<file path="src/rtl/version_pkg.sv">
// ============================================================================
// version_pkg : build-identity constants plus frame layout for version_reporter
// Revision    : 1.0
// ============================================================================
`default_nettype none

package version_pkg;

    // Build identity; date/time fields are BCD so they read naturally on a terminal
    localparam logic [7:0]  C_VER_MAJOR    = 8'd0;
    localparam logic [7:0]  C_VER_MINOR    = 8'd0;
    localparam logic [7:0]  C_VER_PATCH    = 8'd0;
    localparam logic [7:0]  C_VER_BUILD    = 8'd59;
    localparam logic [15:0] C_BUILD_YEAR   = 16'h2025;
    localparam logic [7:0]  C_BUILD_MONTH  = 8'h11;
    localparam logic [7:0]  C_BUILD_DAY    = 8'h07;
    localparam logic [7:0]  C_BUILD_HOUR   = 8'h16;
    localparam logic [7:0]  C_BUILD_MINUTE = 8'h19;
    localparam logic [7:0]  C_BUILD_SECOND = 8'h55;

    localparam int C_VREP_LEN_BASE  = 12;
    localparam int C_VREP_LEN_CKSUM = 13;

    localparam logic [3:0] C_VREP_IDX_HDR    = 4'd0;
    localparam logic [3:0] C_VREP_IDX_MAJOR  = 4'd1;
    localparam logic [3:0] C_VREP_IDX_MINOR  = 4'd2;
    localparam logic [3:0] C_VREP_IDX_PATCH  = 4'd3;
    localparam logic [3:0] C_VREP_IDX_BUILD  = 4'd4;
    localparam logic [3:0] C_VREP_IDX_YEARH  = 4'd5;
    localparam logic [3:0] C_VREP_IDX_YEARL  = 4'd6;
    localparam logic [3:0] C_VREP_IDX_MONTH  = 4'd7;
    localparam logic [3:0] C_VREP_IDX_DAY    = 4'd8;
    localparam logic [3:0] C_VREP_IDX_HOUR   = 4'd9;
    localparam logic [3:0] C_VREP_IDX_MINUTE = 4'd10;
    localparam logic [3:0] C_VREP_IDX_SECOND = 4'd11;
    localparam logic [3:0] C_VREP_IDX_CKSUM  = 4'd12;

    typedef enum logic [1:0] {
        VREP_IDLE  = 2'd0,
        VREP_SEND  = 2'd1,
        VREP_CKSUM = 2'd2,
        VREP_DONE  = 2'd3
    } vrep_state_t;

    function automatic logic [7:0] vrep_payload_byte(input logic [3:0] idx,
                                                     input logic [7:0] hdr);
        case (idx)
            C_VREP_IDX_HDR:    return hdr;
            C_VREP_IDX_MAJOR:  return C_VER_MAJOR;
            C_VREP_IDX_MINOR:  return C_VER_MINOR;
            C_VREP_IDX_PATCH:  return C_VER_PATCH;
            C_VREP_IDX_BUILD:  return C_VER_BUILD;
            C_VREP_IDX_YEARH:  return C_BUILD_YEAR[15:8];
            C_VREP_IDX_YEARL:  return C_BUILD_YEAR[7:0];
            C_VREP_IDX_MONTH:  return C_BUILD_MONTH;
            C_VREP_IDX_DAY:    return C_BUILD_DAY;
            C_VREP_IDX_HOUR:   return C_BUILD_HOUR;
            C_VREP_IDX_MINUTE: return C_BUILD_MINUTE;
            C_VREP_IDX_SECOND: return C_BUILD_SECOND;
            default:           return 8'h00;
        endcase
    endfunction

endpackage

`default_nettype wire

</file>
<file path="src/rtl/version_beacon_timer.sv">
// ============================================================================
// version_beacon_timer : free-running 0..PERIOD-1 counter, one-cycle tick on wrap
// Revision             : 1.0
// ============================================================================
`default_nettype none

module version_beacon_timer #(
    parameter int PERIOD = 100
) (
    input  logic clk,
    input  logic rst_n,
    output logic tick_o
);

    localparam int         C_W    = (PERIOD > 1) ? $clog2(PERIOD) : 1;
    localparam logic [C_W-1:0] C_LAST = C_W'(PERIOD - 1);

    logic [C_W-1:0] cnt_q;
    logic [C_W-1:0] cnt_d;

    assign tick_o = (cnt_q == C_LAST);
    assign cnt_d  = tick_o ? '0 : cnt_q + 1'b1;

    always_ff @(posedge clk or negedge rst_n) begin
        if (!rst_n) begin
            cnt_q <= '0;
        end else begin
            cnt_q <= cnt_d;
        end
    end

endmodule

`default_nettype wire

</file>
<file path="src/rtl/version_reporter.sv">
// ============================================================================
// version_reporter : streams the build-identity frame on a valid/ready byte link
// Config macro     : VERSION_REPORTER_CKSUM_EN appends an XOR checksum byte
// Revision         : 1.0
// ============================================================================
`default_nettype none

module version_reporter
    import version_pkg::*;
#(
    parameter int         BEACON_CYCLES = 0,
    parameter logic [7:0] FRAME_HDR     = 8'hA5
) (
    input  logic       clk,
    input  logic       rst_n,
    input  logic       req_i,
    output logic [7:0] tx_data_o,
    output logic       tx_valid_o,
    input  logic       tx_ready_i,
    output logic       busy_o,
    output logic       frame_done_o
);

    logic        beacon_tick;

    generate
        if (BEACON_CYCLES > 0) begin : g_beacon
            version_beacon_timer #(
                .PERIOD (BEACON_CYCLES)
            ) u_beacon (
                .clk    (clk),
                .rst_n  (rst_n),
                .tick_o (beacon_tick)
            );
        end else begin : g_no_beacon
            assign beacon_tick = 1'b0;
        end
    endgenerate

    vrep_state_t state_q, state_d;
    logic [3:0]  idx_q, idx_d;
    logic        pend_q, pend_d;
    logic [7:0]  tx_data_q, tx_data_d;
    logic        tx_valid_q, tx_valid_d;
    logic        busy_q, busy_d;
    logic        done_q, done_d;
`ifdef VERSION_REPORTER_CKSUM_EN
    logic [7:0]  cksum_q, cksum_d;
`endif

    logic        accept;
    logic        event_in;
    logic [3:0]  idx_next;

    assign accept   = tx_valid_q & tx_ready_i;
    assign event_in = req_i | beacon_tick;
    assign idx_next = idx_q + 4'd1;

    always_comb begin
        state_d    = state_q;
        idx_d      = idx_q;
        pend_d     = pend_q | event_in;
        tx_data_d  = tx_data_q;
        tx_valid_d = tx_valid_q;
        done_d     = 1'b0;
`ifdef VERSION_REPORTER_CKSUM_EN
        cksum_d    = cksum_q;
`endif
        case (state_q)
            VREP_IDLE: begin
                if (pend_q) begin
                    // An event landing on the entry cycle is a new request, not part of this frame
                    state_d    = VREP_SEND;
                    pend_d     = event_in;
                    idx_d      = C_VREP_IDX_HDR;
                    tx_data_d  = FRAME_HDR;
                    tx_valid_d = 1'b1;
`ifdef VERSION_REPORTER_CKSUM_EN
                    cksum_d    = 8'h00;
`endif
                end
            end
            VREP_SEND: begin
                if (accept) begin
`ifdef VERSION_REPORTER_CKSUM_EN
                    cksum_d = cksum_q ^ tx_data_q;
`endif
                    if (idx_q == C_VREP_IDX_SECOND) begin
`ifdef VERSION_REPORTER_CKSUM_EN
                        state_d   = VREP_CKSUM;
                        idx_d     = C_VREP_IDX_CKSUM;
                        tx_data_d = cksum_q ^ tx_data_q;
`else
                        state_d    = VREP_DONE;
                        tx_valid_d = 1'b0;
                        done_d     = 1'b1;
`endif
                    end else begin
                        idx_d     = idx_next;
                        tx_data_d = vrep_payload_byte(idx_next, FRAME_HDR);
                    end
                end
            end
`ifdef VERSION_REPORTER_CKSUM_EN
            VREP_CKSUM: begin
                if (accept) begin
                    state_d    = VREP_DONE;
                    tx_valid_d = 1'b0;
                    done_d     = 1'b1;
                end
            end
`endif
            VREP_DONE: begin
                state_d = VREP_IDLE;
                idx_d   = C_VREP_IDX_HDR;
            end
            default: begin
                state_d    = VREP_IDLE;
                tx_valid_d = 1'b0;
            end
        endcase
        busy_d = (state_d != VREP_IDLE);
    end

    always_ff @(posedge clk or negedge rst_n) begin
        if (!rst_n) begin
            state_q    <= VREP_IDLE;
            idx_q      <= 4'd0;
            pend_q     <= 1'b0;
            tx_data_q  <= 8'h00;
            tx_valid_q <= 1'b0;
            busy_q     <= 1'b0;
            done_q     <= 1'b0;
`ifdef VERSION_REPORTER_CKSUM_EN
            cksum_q    <= 8'h00;
`endif
        end else begin
            state_q    <= state_d;
            idx_q      <= idx_d;
            pend_q     <= pend_d;
            tx_data_q  <= tx_data_d;
            tx_valid_q <= tx_valid_d;
            busy_q     <= busy_d;
            done_q     <= done_d;
`ifdef VERSION_REPORTER_CKSUM_EN
            cksum_q    <= cksum_d;
`endif
        end
    end

    assign tx_data_o    = tx_data_q;
    assign tx_valid_o   = tx_valid_q;
    assign busy_o       = busy_q;
    assign frame_done_o = done_q;

endmodule

`default_nettype wire

</file>
<file path="config.mk">
export PLATFORM = sky130hd
export DESIGN_NAME = version_reporter
export DESIGN_NICKNAME = d
export VERILOG_FILES = /design/src/rtl/version_pkg.sv /design/src/rtl/version_beacon_timer.sv /design/src/rtl/version_reporter.sv
export SDC_FILE = /design/constraint.sdc
export NUM_CORES = 1
export LEC_CHECK = 0
export BUFFER_PORTS_ARGS = -buffer_cell sky130_fd_sc_hd__clkbuf_2
export CORE_ASPECT_RATIO = 0.9
export CORE_MARGIN = 2
export CORE_UTILIZATION = 54
export CTS_BUF_LIST = sky130_fd_sc_hd__clkbuf_16
export DETAILED_ROUTE_END_ITERATION = 8
export PLACE_DENSITY = 0.78
export SETUP_SLACK_MARGIN = 0.2
export SLEW_MARGIN = 30
export SYNTH_ARGS = -nofsm -noshare
export SYNTH_HDL_FRONTEND = slang
export SYNTH_SLANG_ARGS = --single-unit
</file>
<file path="constraint.sdc">
create_clock -name clk -period 1.94 [get_ports clk]
set_clock_uncertainty 0.05 [all_clocks]
set_input_delay 0.388 -clock clk [delete_from_list [all_inputs] [get_ports clk]]
set_output_delay 0.388 -clock clk [all_outputs]
set_load 0.05 [all_outputs]
</file>
# Word-level counts from Yosys, hierarchy flattened
# Memory sizes are Yosys's and may differ from the RTL's.
# Index checks and enable logic that the tools add are counted.
# classes
add_sub_neg,1
eq_ne,7
mux,21
n_bitwise,3
reduce_logical,7
# ops
cell,n
$mux W8,3
$pmux W8 S2,1
$mux W4,3
$pmux W4 S3,1
$reduce_and A4 Y1,3
$mux W1,8
$ne A2 B2 Y1 const B,4
$mux W2,3
$add A4 B1 Y4 const B,1
$eq A4 B4 Y1 const B,1
$pmux W2 S2,1
$reduce_bool A2 Y1,2
$pmux W1 S3,1
$reduce_bool A3 Y1,1
$eq A2 B1 Y1 const B,1
$eq A2 B2 Y1 const B,1
$logic_not A2 Y1,1
$and A1 B1 Y1,1
$not A1 Y1,1
$or A1 B1 Y1,1
# totals
regBits,18
mem_bits_ro,128
in_bits,4
out_inout_bits,11
wordCells,47
n_memories,1
# memory_table
memory,depth,word_bits,read_ports,rd_clocked_by_memory_dff,wr,line,source
(no name shown),16,8,1,0,0,version_pkg.sv:47,case (idx)

# Depth between registers and ports, before layout
# depth
depth_word,5
ltp_mapped,6
ltp_nobuf,6

# Worst setup path after synthesis
# No wires, ideal clock.
# synth_timing
kind,reg-to-reg
startpoint,reg idx_q[0]
endpoint,reg tx_data_q[0] (netlist: tx_data_o[0])
setup_ns,0.086
arrival_ns,1.613
t_required_ns,1.804
path_slack_ns,0.191
path_stages_with_launch,5
path_buffers,0
period_less_slack_ns,1.749
path_cell_list,dfrtp_1 -> ha_1 -> ha_1 -> or3b_1 -> a32oi_1
# synth_via
elab_chain_cells,5
elab_cells_between_ends,8
cone_classes,add/sub: 1; eq/ne: 2; mux: 3; reduce/logical: 1; memory: 1
# synth_lines
item,line,source
start: declaration,version_reporter.sv:41,"logic [3:0] idx_q, idx_d;"
start signal: assignment,version_reporter.sv:139,idx_q <= idx_d;
$add A4 B1 Y4,version_reporter.sv:57,assign idx_next = idx_q + 4'd1;
$mem_v2 Z16 W8,n/a,
$mux W8,version_reporter.sv:88,if (idx_q == C_VREP_IDX_SECOND) begin
$mux W8,version_reporter.sv:84,if (accept) begin
$pmux W8 S2,version_reporter.sv:69,case (state_q)
end signal: assignment,version_reporter.sv:141,tx_data_q <= tx_data_d;
end: declaration,version_reporter.sv:43,"logic [7:0] tx_data_q, tx_data_d;"
# Parallel ways exist; a longest one is shown, timed or not. The select of a mux whose other input is x is not followed.
# A chain may end at the register's enable or synchronous reset.

# Final worst setup path
# Same ends and word-level chain as after synthesis.

==> metrics.md <==
| Metric | Value |
|---|---|
| Syn. warnings | 0 |
| Starting Density | 57.89% |
| CTS buffer count | 3 |
| R2R Setup Slk | 260 ps |
| DP Cell Count | 136 |
| Initial antenna violation count | 0 |
| Final non-filler cell total | ~140 |
| N_diodes | 0 |
| Clock Latency Late Sink | between 200 and 300 ps |
| Outcome | complete, no violations |
| Layout cell share with drive strength beyond 1 | a little over a quarter |
| Critical register-to-register path startpoint | idx_q[0]$_DFFE_PN0P_ |
| Wire length of the first global-routing pass | 3.443 mm |
| RSZ-0062 raised after global routing | no |
| Maximum clock frequency | about 600 MHz |
| Die ar. | 2159 um2 |
| DPL Wire Length | between 1 and 1.5 mm |
| Avg WL per Cell | approximately 15 um |
| Nets | roughly 130 |
| Mean Syn Cell Area | about 9.9 um2 |
| Reg clk slew, reported paths | around 60 ps |
| FF-to-FF path depth | 6 |
| H-tree Lvls | 1 |
| Post-synth ARST share | 100.0% |
| Tmin final | 1677 ps |
| CTS tree | built |
| Power per cell area | between 1500 and 2000 nW/um2 |
| DR vias | just over 800 |
| Largest net degree at the start of global routing | 19 |
| Total congestion overflow | 0 |
| Final hold vios | 0 |
| Post-route DRC | 0 |
| Worst slew margin | a little over two thirds |
| Pre-antenna DRT Iters | 4 |
| Count of different cell masters after synthesis | 32 |
| Fin crit share | 86.45% |
| Worst setup EP type | register |
| Gpl congestion | roughly 0.85 |
| Critical R2R Capture | tx_data_o[0]$_DFFE_PN0P_ |
| Vias/cell | ~5.8 |
| Peak VDD IR | 0.9260 mV |
| Width of the die | 48.76 um |
| Area Overhead vs Synth | 24.55% |
| Max_cap viols | 0 |
| Slew Limit Fails | 0 |
| Commonest cells after routing, fill and taps aside | dfrtp_1, clkbuf_2, nand2_1 |
| Arrival @ worst endpoint | between 1500 and 2000 ps |
| CP Data Required Time | ~2000 ps |
| Post-DRT Antenna Nets | 0 |
| EDFF count, synth | 0 |
| Seq cells post-synth | 18 |
| Vias in the first global route | ~720 |
| Clock Tree Root | clkbuf_16 |
| Post-DP Area | 1091 um2 |
| Most used DFF post-synth | dfrtp_1 |
| Worst Max-Slew Pin Slew | between 400 and 500 ps |
| Post-Layout Inst Area | between 1000 and 1500 um2 |
| Top-Level Pins | 15 |
| Rows | 14 |
| Hold Buf Count CTS | 0 |
| # port buffers | 14 |
| Hold Path Class | in -> async |
| CP startpoint kind | register |
| Final setup viols | 0 |
| CTS Sinks | 18 |
| Register area share after synthesis | between 40% and 50% |
| Cell Area, Synth | between 900 and 1000 um2 |
| Post-route setup TNS | 0 ps |
| Commonest non-fill, non-tap cell in the layout | dfrtp_1 |
| Synth Net Count | 109 |
| Clock buffer depth | 2 |
| Setup Crit Path Kind | reg -> reg |
| Global Route Usage Sum | approximately 22% |
| Core area | 1682 um2 |
| Gate Count Post-Synth | 98 |
| DRT Wirelength | around 2.1 mm |
| Die H | between 40 and 50 um |
| Starting DRT DRC Count | 24 |
| Leak | 0.5463 nW |
| Max FO, Critical Path | 7 |
[cell families after synthesis]
family / synth area share (%)
compound gates: 17.35
fa+ha+maj: 8.997
mux: 3.085
xor+xnor: 3.471
flops: 46.27
buf+inv: 4.112
simple gates: 16.71
[sequential cells by signal, indices dropped and copies added, names as in the netlist]
name	count
busy_o	1
frame_done_o	1
idx_q	4
pend_q	1
state_q	2
tx_data_o	8
tx_valid_o	1
[power breakdown]
| group | switching (mW) | internal (mW) |
|---|---|---|
| combinational | 0.862 | 0.477 |
| sequential | 0.135 | 0.517 |
| clock | 0.137 | 0.274 |
| total | 1.13 | 1.27 |
[per-layer routing]
metal | track usage, % | vias to the layer above | part of all wire (%)
met4 | 6.857 | 0 | 1.3
met1 | 28.73 | 397 | 44
met2 | 36.44 | 26 | 51
li1 | - | 387 | -
met3 | 3.716 | 4 | 4.2
met5 | 0 | - | 0
[what timing repair did]
| item | 4_1_cts | 5_1_grt |
|---|---|---|
| resized for setup | 0 | 10 |
| buffers inserted | 0 | 1 |
| endpoints found under the hold margin | 0 | 0 |
| endpoints found under the setup margin | 0 | 11 |
[how the worst max path moves through the flow]
stage | from | endpoint | slack [ps] | cells after the start
6_report | idx_q[0]$_DFFE_PN0P_ | tx_data_o[0]$_DFFE_PN0P_ | 260 | 6
5_1_grt | idx_q[0]$_DFFE_PN0P_ | tx_data_o[3]$_DFFE_PN0P_ | 150 | 5
4_1_cts | idx_q[0]$_DFFE_PN0P_ | tx_data_o[3]$_DFFE_PN0P_ | 220 | 5
3_5_place_dp | idx_q[0]$_DFFE_PN0P_ | tx_data_o[3]$_DFFE_PN0P_ | 240 | 5
3_3_place_gp | idx_q[0]$_DFFE_PN0P_ | tx_data_o[0]$_DFFE_PN0P_ | 300 | 4
2_1_floorplan | idx_q[0]$_DFFE_PN0P_ | tx_data_o[1]$_DFFE_PN0P_ | 240 | 6
[synth_stat cells (2+ instances only)]
cell type / count / share of area [%]
a21oi_1: 3 / 1.5
a32oi_1: 4 / 3.6
dfrtp_1: 18 / 46
ha_1: 7 / 9.0
inv_1: 8 / 3.1
mux2i_1: 3 / 3.1
nand2_1: 10 / 3.9
nand2b_1: 2 / 1.3
nand3b_1: 2 / 1.5
nor2_1: 7 / 2.7
nor3_1: 2 / 1.0
o21ai_0: 10 / 5.1
o22ai_1: 2 / 1.3
xnor2_1: 2 / 1.8
[layout make-up]
cell class | instances | area (um2)
Tap cell | 24 | 30.03
Timing Repair Buffer | 17 | 92.59
Sequential cell | 18 | 451.7
Inverter | 8 | 30.03
Fill cell | 122 | 469.2
Clock inverter | 1 | 3.754
Multi-Input combinational cell | 70 | 529.3
Clock buffer | 3 | 75.07
[through the flow]
stage	setup slack [ps]	hold WS, ps	utilization (%)	total power, mW
6_report	262.9	22.11	72.10	2.402
5_1_grt	148.8	60.16	72.10	2.555
4_1_cts	218.4	38.24	69.57	2.322
3_5_place_dp	241.8	303.1	64.88	1.890
3_3_place_gp	296.4	295.6	64.88	1.857
2_1_floorplan	244.6	42.41	-	1.590
[worst max-delay path, stage by stage (launching register included)]
cell and delay, ps:
dfrtp_1 390, buf_4 180, inv_1 100, ha_1 380, mux2i_1 190, nand2_1 70
a32oi_1 220
Note: power is estimated with default switching activity, not from simulation.
